[src/rtl/dsp_cmd_sequencer.sv]
// -----------------------------------------------------------------------------
// dsp_cmd_sequencer
//   Command front-end for a single DSP48E1 slice. The slice is configured with
//   AREG=BREG=CREG=1, INMODEREG=OPMODEREG=ALUMODEREG=1, MREG=0 and PREG=1.
//   Ops arrive over a valid/ready handshake. Each op drives registered
//   A/B/C/OPMODE/ALUMODE values to the slice. A tag pipe follows each op through
//   the slice pipeline, and P is captured into an ordered result FIFO when that
//   op's result is valid. On idle cycles the slice is held with P=P, so a MAC
//   chain keeps its value across gaps in the command stream.
//
// Configuration macro:
//   DSP_SAT_EN  When defined, results are clamped to SAT_W-bit signed range
//               on FIFO write and res_sat flags the clamped entries.
//               When undefined, dsp_p is stored raw and res_sat stays 0.
//
// Ports:
//   clk, rst_n            clock, asynchronous active-low reset
//   cmd_valid/cmd_ready   command handshake
//   cmd_op                0=MUL 1=MAC 2=ADD 3=SUB
//   cmd_a/cmd_b/cmd_c     operands (30/18/48 bits)
//   res_valid/res_ready   result handshake (FIFO head)
//   res_data, res_sat     result value and clamp flag
//   busy                  any op in flight or any result queued
//   dsp_a/b/c             slice A/B/C inputs
//   dsp_inmode            slice INMODE, tied to zero
//   dsp_opmode            slice OPMODE
//   dsp_alumode           slice ALUMODE
//   dsp_p                 slice P output
// -----------------------------------------------------------------------------
module dsp_cmd_sequencer #(
  parameter int unsigned DSP_LAT   = 2,
  parameter int unsigned RES_DEPTH = 4,
  parameter int unsigned SAT_W     = 32
) (
  input  logic        clk,
  input  logic        rst_n,
  input  logic        cmd_valid,
  output logic        cmd_ready,
  input  logic [1:0]  cmd_op,
  input  logic [29:0] cmd_a,
  input  logic [17:0] cmd_b,
  input  logic [47:0] cmd_c,
  output logic        res_valid,
  input  logic        res_ready,
  output logic [47:0] res_data,
  output logic        res_sat,
  output logic        busy,
  output logic [29:0] dsp_a,
  output logic [17:0] dsp_b,
  output logic [47:0] dsp_c,
  output logic [4:0]  dsp_inmode,
  output logic [6:0]  dsp_opmode,
  output logic [3:0]  dsp_alumode,
  input  logic [47:0] dsp_p
);

  localparam int unsigned PTR_W = $clog2(RES_DEPTH);
  localparam int unsigned CNT_W = $clog2(RES_DEPTH + 1);
  localparam logic [CNT_W:0] DEPTH_C = (CNT_W + 1)'(RES_DEPTH);

  // OPMODE = {Z[2:0], Y[1:0], X[1:0]}
  localparam logic [6:0] OPM_HOLD = 7'b010_00_00;  // P = P
  localparam logic [6:0] OPM_MUL  = 7'b000_01_01;  // P = A*B
  localparam logic [6:0] OPM_MAC  = 7'b010_01_01;  // P = P + A*B
  localparam logic [6:0] OPM_CAB  = 7'b011_00_11;  // P = C +/- A:B
  localparam logic [3:0] ALU_ADD  = 4'b0000;
  localparam logic [3:0] ALU_SUB  = 4'b0011;       // Z - (X+Y+CIN)

  typedef enum logic [1:0] {
    OP_MUL = 2'd0,
    OP_MAC = 2'd1,
    OP_ADD = 2'd2,
    OP_SUB = 2'd3
  } op_e;

  if (RES_DEPTH < 2 || (RES_DEPTH & (RES_DEPTH - 1)) != 0) begin : g_bad_depth
    $error("RES_DEPTH must be a power of two and at least 2");
  end
  if (DSP_LAT < 1) begin : g_bad_lat
    $error("DSP_LAT must be at least 1");
  end
  if (SAT_W < 2 || SAT_W > 48) begin : g_bad_sat
    $error("SAT_W must be in 2..48");
  end

  // Slice drive registers
  logic [29:0] dsp_a_q, dsp_a_d;
  logic [17:0] dsp_b_q, dsp_b_d;
  logic [47:0] dsp_c_q, dsp_c_d;
  logic [6:0]  dsp_opmode_q, dsp_opmode_d;
  logic [3:0]  dsp_alumode_q, dsp_alumode_d;

  // Bit 0 marks an op whose controls are on the sequencer outputs; bits
  // 1..DSP_LAT follow it through the slice registers. The top bit is set
  // for exactly the cycle in which P holds that op's result.
  logic [DSP_LAT:0] tag_q, tag_d;

  logic [CNT_W-1:0] inflight_q, inflight_d;
  logic [CNT_W-1:0] count_q, count_d;
  logic             cmd_ready_q, cmd_ready_d;

  logic [PTR_W-1:0] wr_ptr_q, wr_ptr_d;
  logic [PTR_W-1:0] rd_ptr_q, rd_ptr_d;
  logic [47:0]      mem_q [RES_DEPTH];

  logic        accept;
  logic        fifo_wr;
  logic        fifo_rd;
  logic [47:0] wr_data;

  // ---------------------------------------------------------------------------
  // Handshake, credit and tag pipe
  // ---------------------------------------------------------------------------
  always_comb begin
    accept   = cmd_valid && cmd_ready_q;
    fifo_wr  = tag_q[DSP_LAT];
    fifo_rd  = res_ready && (count_q != '0);
    tag_d    = {tag_q[DSP_LAT-1:0], accept};

    inflight_d = inflight_q + CNT_W'(accept) - CNT_W'(fifo_wr);
    count_d    = count_q + CNT_W'(fifo_wr) - CNT_W'(fifo_rd);

    // Registering the credit test on the next-state counts gives the same
    // value as testing the registered counts combinationally, so a pop only
    // returns its credit on the following cycle.
    cmd_ready_d = ({1'b0, inflight_d} + {1'b0, count_d}) < DEPTH_C;

    wr_ptr_d = fifo_wr ? wr_ptr_q + 1'b1 : wr_ptr_q;
    rd_ptr_d = fifo_rd ? rd_ptr_q + 1'b1 : rd_ptr_q;
  end

  // ---------------------------------------------------------------------------
  // Slice control: load on accept, otherwise HOLD so P keeps its value.
  // A/B/C keep their last values; HOLD ignores them.
  // ---------------------------------------------------------------------------
  always_comb begin
    dsp_a_d       = dsp_a_q;
    dsp_b_d       = dsp_b_q;
    dsp_c_d       = dsp_c_q;
    dsp_opmode_d  = OPM_HOLD;
    dsp_alumode_d = ALU_ADD;
    if (accept) begin
      dsp_a_d = cmd_a;
      dsp_b_d = cmd_b;
      dsp_c_d = cmd_c;
      case (op_e'(cmd_op))
        OP_MUL: dsp_opmode_d = OPM_MUL;
        OP_MAC: dsp_opmode_d = OPM_MAC;
        OP_ADD: dsp_opmode_d = OPM_CAB;
        OP_SUB: begin
          dsp_opmode_d  = OPM_CAB;
          dsp_alumode_d = ALU_SUB;
        end
      endcase
    end
  end

  // ---------------------------------------------------------------------------
  // Result capture, with optional saturation
  // ---------------------------------------------------------------------------
`ifdef DSP_SAT_EN
  localparam logic signed [47:0] SAT_MAX = {{(49 - SAT_W){1'b0}}, {(SAT_W - 1){1'b1}}};
  localparam logic signed [47:0] SAT_MIN = {{(49 - SAT_W){1'b1}}, {(SAT_W - 1){1'b0}}};

  logic wr_sat;
  logic sat_q [RES_DEPTH];

  always_comb begin
    wr_data = dsp_p;
    wr_sat  = 1'b0;
    if ($signed(dsp_p) > SAT_MAX) begin
      wr_data = SAT_MAX;
      wr_sat  = 1'b1;
    end else if ($signed(dsp_p) < SAT_MIN) begin
      wr_data = SAT_MIN;
      wr_sat  = 1'b1;
    end
  end

  always_ff @(posedge clk or negedge rst_n) begin
    if (!rst_n) begin
      sat_q <= '{default: 1'b0};
    end else if (fifo_wr) begin
      sat_q[wr_ptr_q] <= wr_sat;
    end
  end

  assign res_sat = sat_q[rd_ptr_q];
`else
  always_comb begin
    wr_data = dsp_p;
  end

  assign res_sat = 1'b0;
`endif

  // ---------------------------------------------------------------------------
  // State registers
  // ---------------------------------------------------------------------------
  always_ff @(posedge clk or negedge rst_n) begin
    if (!rst_n) begin
      dsp_a_q       <= '0;
      dsp_b_q       <= '0;
      dsp_c_q       <= '0;
      dsp_opmode_q  <= OPM_HOLD;
      dsp_alumode_q <= '0;
      tag_q         <= '0;
      inflight_q    <= '0;
      count_q       <= '0;
      cmd_ready_q   <= 1'b0;
      wr_ptr_q      <= '0;
      rd_ptr_q      <= '0;
      mem_q         <= '{default: '0};
    end else begin
      dsp_a_q       <= dsp_a_d;
      dsp_b_q       <= dsp_b_d;
      dsp_c_q       <= dsp_c_d;
      dsp_opmode_q  <= dsp_opmode_d;
      dsp_alumode_q <= dsp_alumode_d;
      tag_q         <= tag_d;
      inflight_q    <= inflight_d;
      count_q       <= count_d;
      cmd_ready_q   <= cmd_ready_d;
      wr_ptr_q      <= wr_ptr_d;
      rd_ptr_q      <= rd_ptr_d;
      if (fifo_wr) begin
        mem_q[wr_ptr_q] <= wr_data;
      end
    end
  end

  // ---------------------------------------------------------------------------
  // Outputs
  // ---------------------------------------------------------------------------
  assign cmd_ready   = cmd_ready_q;
  assign res_valid   = (count_q != '0);
  assign res_data    = mem_q[rd_ptr_q];
  assign busy        = (inflight_q != '0) || res_valid;
  assign dsp_a       = dsp_a_q;
  assign dsp_b       = dsp_b_q;
  assign dsp_c       = dsp_c_q;
  assign dsp_inmode  = '0;
  assign dsp_opmode  = dsp_opmode_q;
  assign dsp_alumode = dsp_alumode_q;

endmodule

[config.mk]
export PLATFORM = sky130hd
export DESIGN_NAME = dsp_cmd_sequencer
export DESIGN_NICKNAME = d
export VERILOG_FILES = /design/src/rtl/dsp_cmd_sequencer.sv
export SDC_FILE = /design/constraint.sdc
export NUM_CORES = 1
export LEC_CHECK = 0
export BUFFER_PORTS_ARGS = -buffer_cell sky130_fd_sc_hd__buf_2
export CAP_MARGIN = 25
export CORE_AREA = 2 2 166 184
export CTS_CLUSTER_DIAMETER = 50
export CTS_CLUSTER_SIZE = 24
export DETAILED_ROUTE_END_ITERATION = 16
export DIE_AREA = 0 0 168 186
export PLACE_DENSITY_LB_ADDON = 0.2
export SLEW_MARGIN = 20
export SYNTH_ARGS = -nofsm -noshare
export SYNTH_HDL_FRONTEND = slang
export SYNTH_SLANG_ARGS = --single-unit
[constraint.sdc]
create_clock -name clk -period 5.9 [get_ports clk]
set_input_delay 0.885 -clock clk [delete_from_list [all_inputs] [get_ports clk]]
set_output_delay 0.885 -clock clk [all_outputs]
set_load 0.02 [all_outputs]
* Word-level counts from Yosys, hierarchy flattened *
Cells that the tools add are included.

word-level totals
  flip-flop bits (word level) = 313
  input bits = 150

operators by class
  magnitude comparators = 4
  equality and inequality tests = 3
  bitwise operators = 2
  add/subtract/negate cells = 7
  mux-type cells = 10
  reductions and logical operators = 8

operators by type and width
  operator             count
  $bwmux 192           1
  $mux 48              3
  $bmux 48 s2          1
  $demux 48 s2         1
  $pmux 7 s3           1
  $mux 7               1
  $add 3x1->3          2
  $ge 3x3->1 const B   2
  $not 2->3            2
  $reduce_bool 3->1    2
  $sub 3x1->3          2
  $add 2x1->2 const B  2
  $add 3x3->4          1
  $eq 2x2->1 const B   2
  $lt 4x3->1 const B   1
  $mux 2               2
  $logic_and 1x1->1    3
  $lt 3x1->1 const B   1
  $eq 2x1->1 const B   1
  $logic_not 2->1      1
  $reduce_or 2->1      1
  $logic_or 1x1->1     1

* Logic depth before layout (Yosys ltp) *
  depth after elaboration = 6
  depth in mapped cells = 9
  gate-level depth less buffers = 9

* Worst setup path after synthesis *
OpenSTA, ideal clock, no wires.

  path type = input -> register
  start = input port res_ready
  end = register cmd_ready_q, in the netlist cmd_ready
  stages = 9
  buffers on the path = 0
  data required time = 5.799 ns
  data arrival time = 2.624 ns
  path slack = 3.175 ns
  cell sequence = o31a_2 > ha_1 > inv_1 > ha_1 > fa_1 > xnor2_1 > xnor2_1 > ha_1 > nor4_1

between the ends
  longest elaborated chain between the ends = 4

ends and longest elaborated chain
  what                   RTL line  text
  from (decl)            44        input logic res_ready,
  $logic_and 1x1->1      117       fifo_rd = res_ready && (count_q != '0);
  $sub 3x1->3            121       count_d = count_q + CNT_W'(fifo_wr) - CNT_W'(fifo_rd);
  named net count_d[2]   99        logic [CNT_W-1:0] count_q, count_d;
  $add 3x3->4            126       cmd_ready_d = ({1'b0, inflight_d} + {1'b0, count_d}) < DEPTH_C;
  $lt 4x3->1             126
  named net cmd_ready_d  100       logic cmd_ready_q, cmd_ready_d;
  to (signal assigned)   223       cmd_ready_q <= cmd_ready_d;
  to (decl)              100

The timed path passes the listed nets, and every way through them passes these cells.
A chain may end at the register's enable or synchronous reset.

* Worst setup path after layout *
  start = register rd_ptr_q[0]
  end = output port res_data[33]

between the ends
  longest elaborated chain between the ends = 4

ends and longest elaborated chain
  what                                        RTL line  text
  from (decl)                                 103       logic [PTR_W-1:0] rd_ptr_q, rd_ptr_d;
  from (signal assigned)                      225       rd_ptr_q <= rd_ptr_d;
  $not 2->3 (not written as such)             237       assign res_data = mem_q[rd_ptr_q];
  $bmux 48 s2                                 237
  $mux 48 (not written as such) (2 in a row)  237
  to (decl)                                   45        output logic [47:0] res_data,

No other way between the ends. The select of a mux whose other input is x is not followed.

==> reports/summary.txt <==
R2R depth - 9
Seq cells post-synth - 306
CTS buffer count - 36
Final #Nets - 1,211
Clock sink count - 306
Final worst path period share - 0.592
DRT Pass-1 Iters - 4
Slew @ Worst Pin - 0.928 ns
CTS tree - built
Num rows - 66
Fill cells - 2,386
Post_cts resized - 0
Routed Antenna Nets - 0
Fin. Hold Viols - 0
Vias post-DR - 7,424
Maxcap violations - 0
Buffers and inverters on the worst path - 2
Initial Utilization - 0.447
Yosys warnings - 0
Area leader, netlist - dfrtp_1
First-pass GRT wire length - 45.3 mm
Final setup fails - 0
Synth top area cells - dfrtp_1 (58%), mux2_2 (18%), mux2_4 (9.2%)
CP Depth - 3
Total Routing Usage GR - 0.185
Outcome - finished, final reports clean
Wire length per cell - 19.7 µm
Syn avg cell area - 17.6 µm²
Post-layout minimum cycle time - 3.50 ns
Die width - 168 µm
Die Ht - 186 µm
Crit path capture type - output pin
Synth-to-layout area growth - 22.1%
Pwr dens - 631 nW/µm²
Die area - 31,200 µm²
Clk slew on worst S/H paths - 0.07 ns
Hold buffers post-CTS - 0
Clk_lat worst skew - 0.52 ns
Vias in the first global route - 8,033
Gr ovfl total - 0
FMAX - 286 MHz
Layout Skew - 0.0310 ns
Io pins - 314
Slowest Stage Delay on Critical Path - 0.73 ns
Slowest cell on crit path - dfrtp_4
Post-route DRC - 0
Design Area, Final - 16,000 µm²
DRC marker count from the first detailed-route iteration - 326
Placed cell area - 14,800 µm²
WS Path Type - reg2out
Max-slew headroom - 0.381
# port buffers - 303
CP delay by family, top - buffers and inverters
Share of cells above drive strength 1 - 0.671
Hold Path Class - in2async
CP Launch Type - flop
Root Driver - clkbuf_16
Setup repair after global routing missed its margin - false
Post-CTS Repair Setup Buffers - 0
Final Power - 0.0101 W
Largest net degree at the start of global routing - 130
Distinct cells, synth - 28
Static leakage - 7.57 nW
Drt via density - 5.12
Gp weighted congestion - 0.712
Initial antenna violation count - 5
Area of the core - 29,300 µm²
DRT Wirelength - 28.5 mm
Hpwl dp - 18.4 mm
Sequential-to-total area share from yosys stat - 0.584
Maximum vdd drop - 0.414 mV
Post-Syn Instances - 744
Critical Path, Cell by Cell - buf_4, mux4_2, buf_2
Mapped Area - 13,100 µm²
H-Tree Level Count - 2
Slew Limit Fails - 0
Clock buffer depth - 3
Max FO, Critical Path - 28
Critical path arrival - 2.61 ns
CP Data Required Time - 5.02 ns
Setup TNS - 0 ns
Top-area cell type share of the netlist area - 0.582
==> Yosys cell counts (all sizes together) <==
| cell | n |
|---|---|
| o21ai | 1 |
| ha | 10 |
| nor2 | 1 |
| mux2 | 288 |
| o31a | 1 |
| o311ai | 1 |
| nand2 | 6 |
| buf | 55 |
| or4 | 1 |
| or3 | 2 |
| nor4 | 1 |
| xor2 | 3 |
| xnor2 | 4 |
| mux4 | 48 |
| dfrtp | 305 |
| fa | 2 |
| inv | 10 |
| conb | 1 |
| dfstp | 1 |
| and3 | 2 |
| and2 | 1 |
==> flip-flops by register name, indices dropped and copies added (netlist names) <==
register	flops
cmd_ready	1
count_q	3
dsp_a	30
dsp_alumode	1
dsp_b	18
dsp_c	48
dsp_opmode	3
inflight_q	3
mem_q	192
rd_ptr_q	2
tag_q	3
wr_ptr_q	2
==> worst register-to-register path: cells and delay by family (launching register included) <==
kind | cells | cell delay (ns)
fa+ha+maj | 4 | 1.10
flops | 1 | 0.40
compound gates | 1 | 0.37
xor+xnor | 2 | 0.35
simple gates | 1 | 0.26
buf+inv | 1 | 0.04
==> placed cells by master (no fill, tap or decap), types with 5 or more instances in the layout <==
cell / Yosys / routed
buf_2: 16 / 302
buf_4: 15 / 9
clkbuf_16: 0 / 37
conb_1: 1 / 10
dfrtp_1: 305 / 303
ha_1: 10 / 10
inv_1: 9 / 9
mux2_2: 208 / 208
mux2_4: 80 / 80
mux4_2: 48 / 48
nand2_2: 5 / 5
==> report_power, final <==
part           switching [W]  internal [W]
Clock               0.000918       0.00130
Combinational        0.00197       0.00212
Sequential          0.000620       0.00317
==> path summary, 6_finish.rpt <==
check                                             start                endpoint  slack (ns)
worst min register to register       tag_q[0]$_DFF_PN0_      tag_q[1]$_DFF_PN0_        0.38
max in group asynchronous                         rst_n  mem_q[122]$_DFFE_PN0P_        4.41
worst max-delay path            rd_ptr_q[0]$_DFFE_PN0P_            res_data[33]        2.40
min in group clk                     tag_q[0]$_DFF_PN0_      tag_q[1]$_DFF_PN0_        0.38
worst max register to register     count_q[1]$_DFF_PN0_     cmd_ready$_DFF_PN0_        3.26
worst min-delay path                              rst_n  mem_q[138]$_DFFE_PN0P_        0.34
==> per-stage QoR <==
| step | utilization | cells | hold WS [ns] | worst slack, ns |
|---|---|---|---|---|
| floorplan | - | 753 | 0.331 | 3.17 |
| global placement | 0.504 | 1385 | 0.336 | 2.85 |
| detailed placement | 0.504 | 1385 | 0.346 | 2.83 |
| CTS | 0.546 | 1446 | 0.354 | 2.29 |
| global route | 0.546 | 1447 | 0.368 | 2.18 |
| finish | 0.546 | 1449 | 0.339 | 2.40 |
==> kinds of logic (layout without fill, tap and decap cells) <==
group	Yosys count	after routing	share of synthesized area
muxes	336	336	0.353
DFF	306	306	0.584
buffers and inverters	65	384	0.0365
and+or+nand+nor	14	14	0.00678
adders and majority gates	12	12	0.0126
AOI/OAI and AO/OA	3	3	0.00181
other	1	13	0.000286
xor gates and xnor gates	7	7	0.00468
==> layout make-up <==
cell class              count  area [µm²]  share of cell area
repair buffers            313        1610               0.101
well taps                 374         468              0.0292
flip-flops and latches    306        7660               0.479
multi-input cells         382        5000               0.313
inverters                  10        38.8             0.00242
clock buffers              42         975              0.0609
diodes                      3        7.51            0.000469
clock inverters            19         233              0.0145
==> routing by layer <==
| layer | share of wire | global-route usage |
|---|---|---|
| met5 | 0.0012 | 0 |
| met2 | 0.47 | 0.295 |
| met3 | 0.078 | 0.0602 |
| met1 | 0.43 | 0.244 |
| met4 | 0.017 | 0.0539 |
No activity file was read; power rests on OpenSTA's default activity.
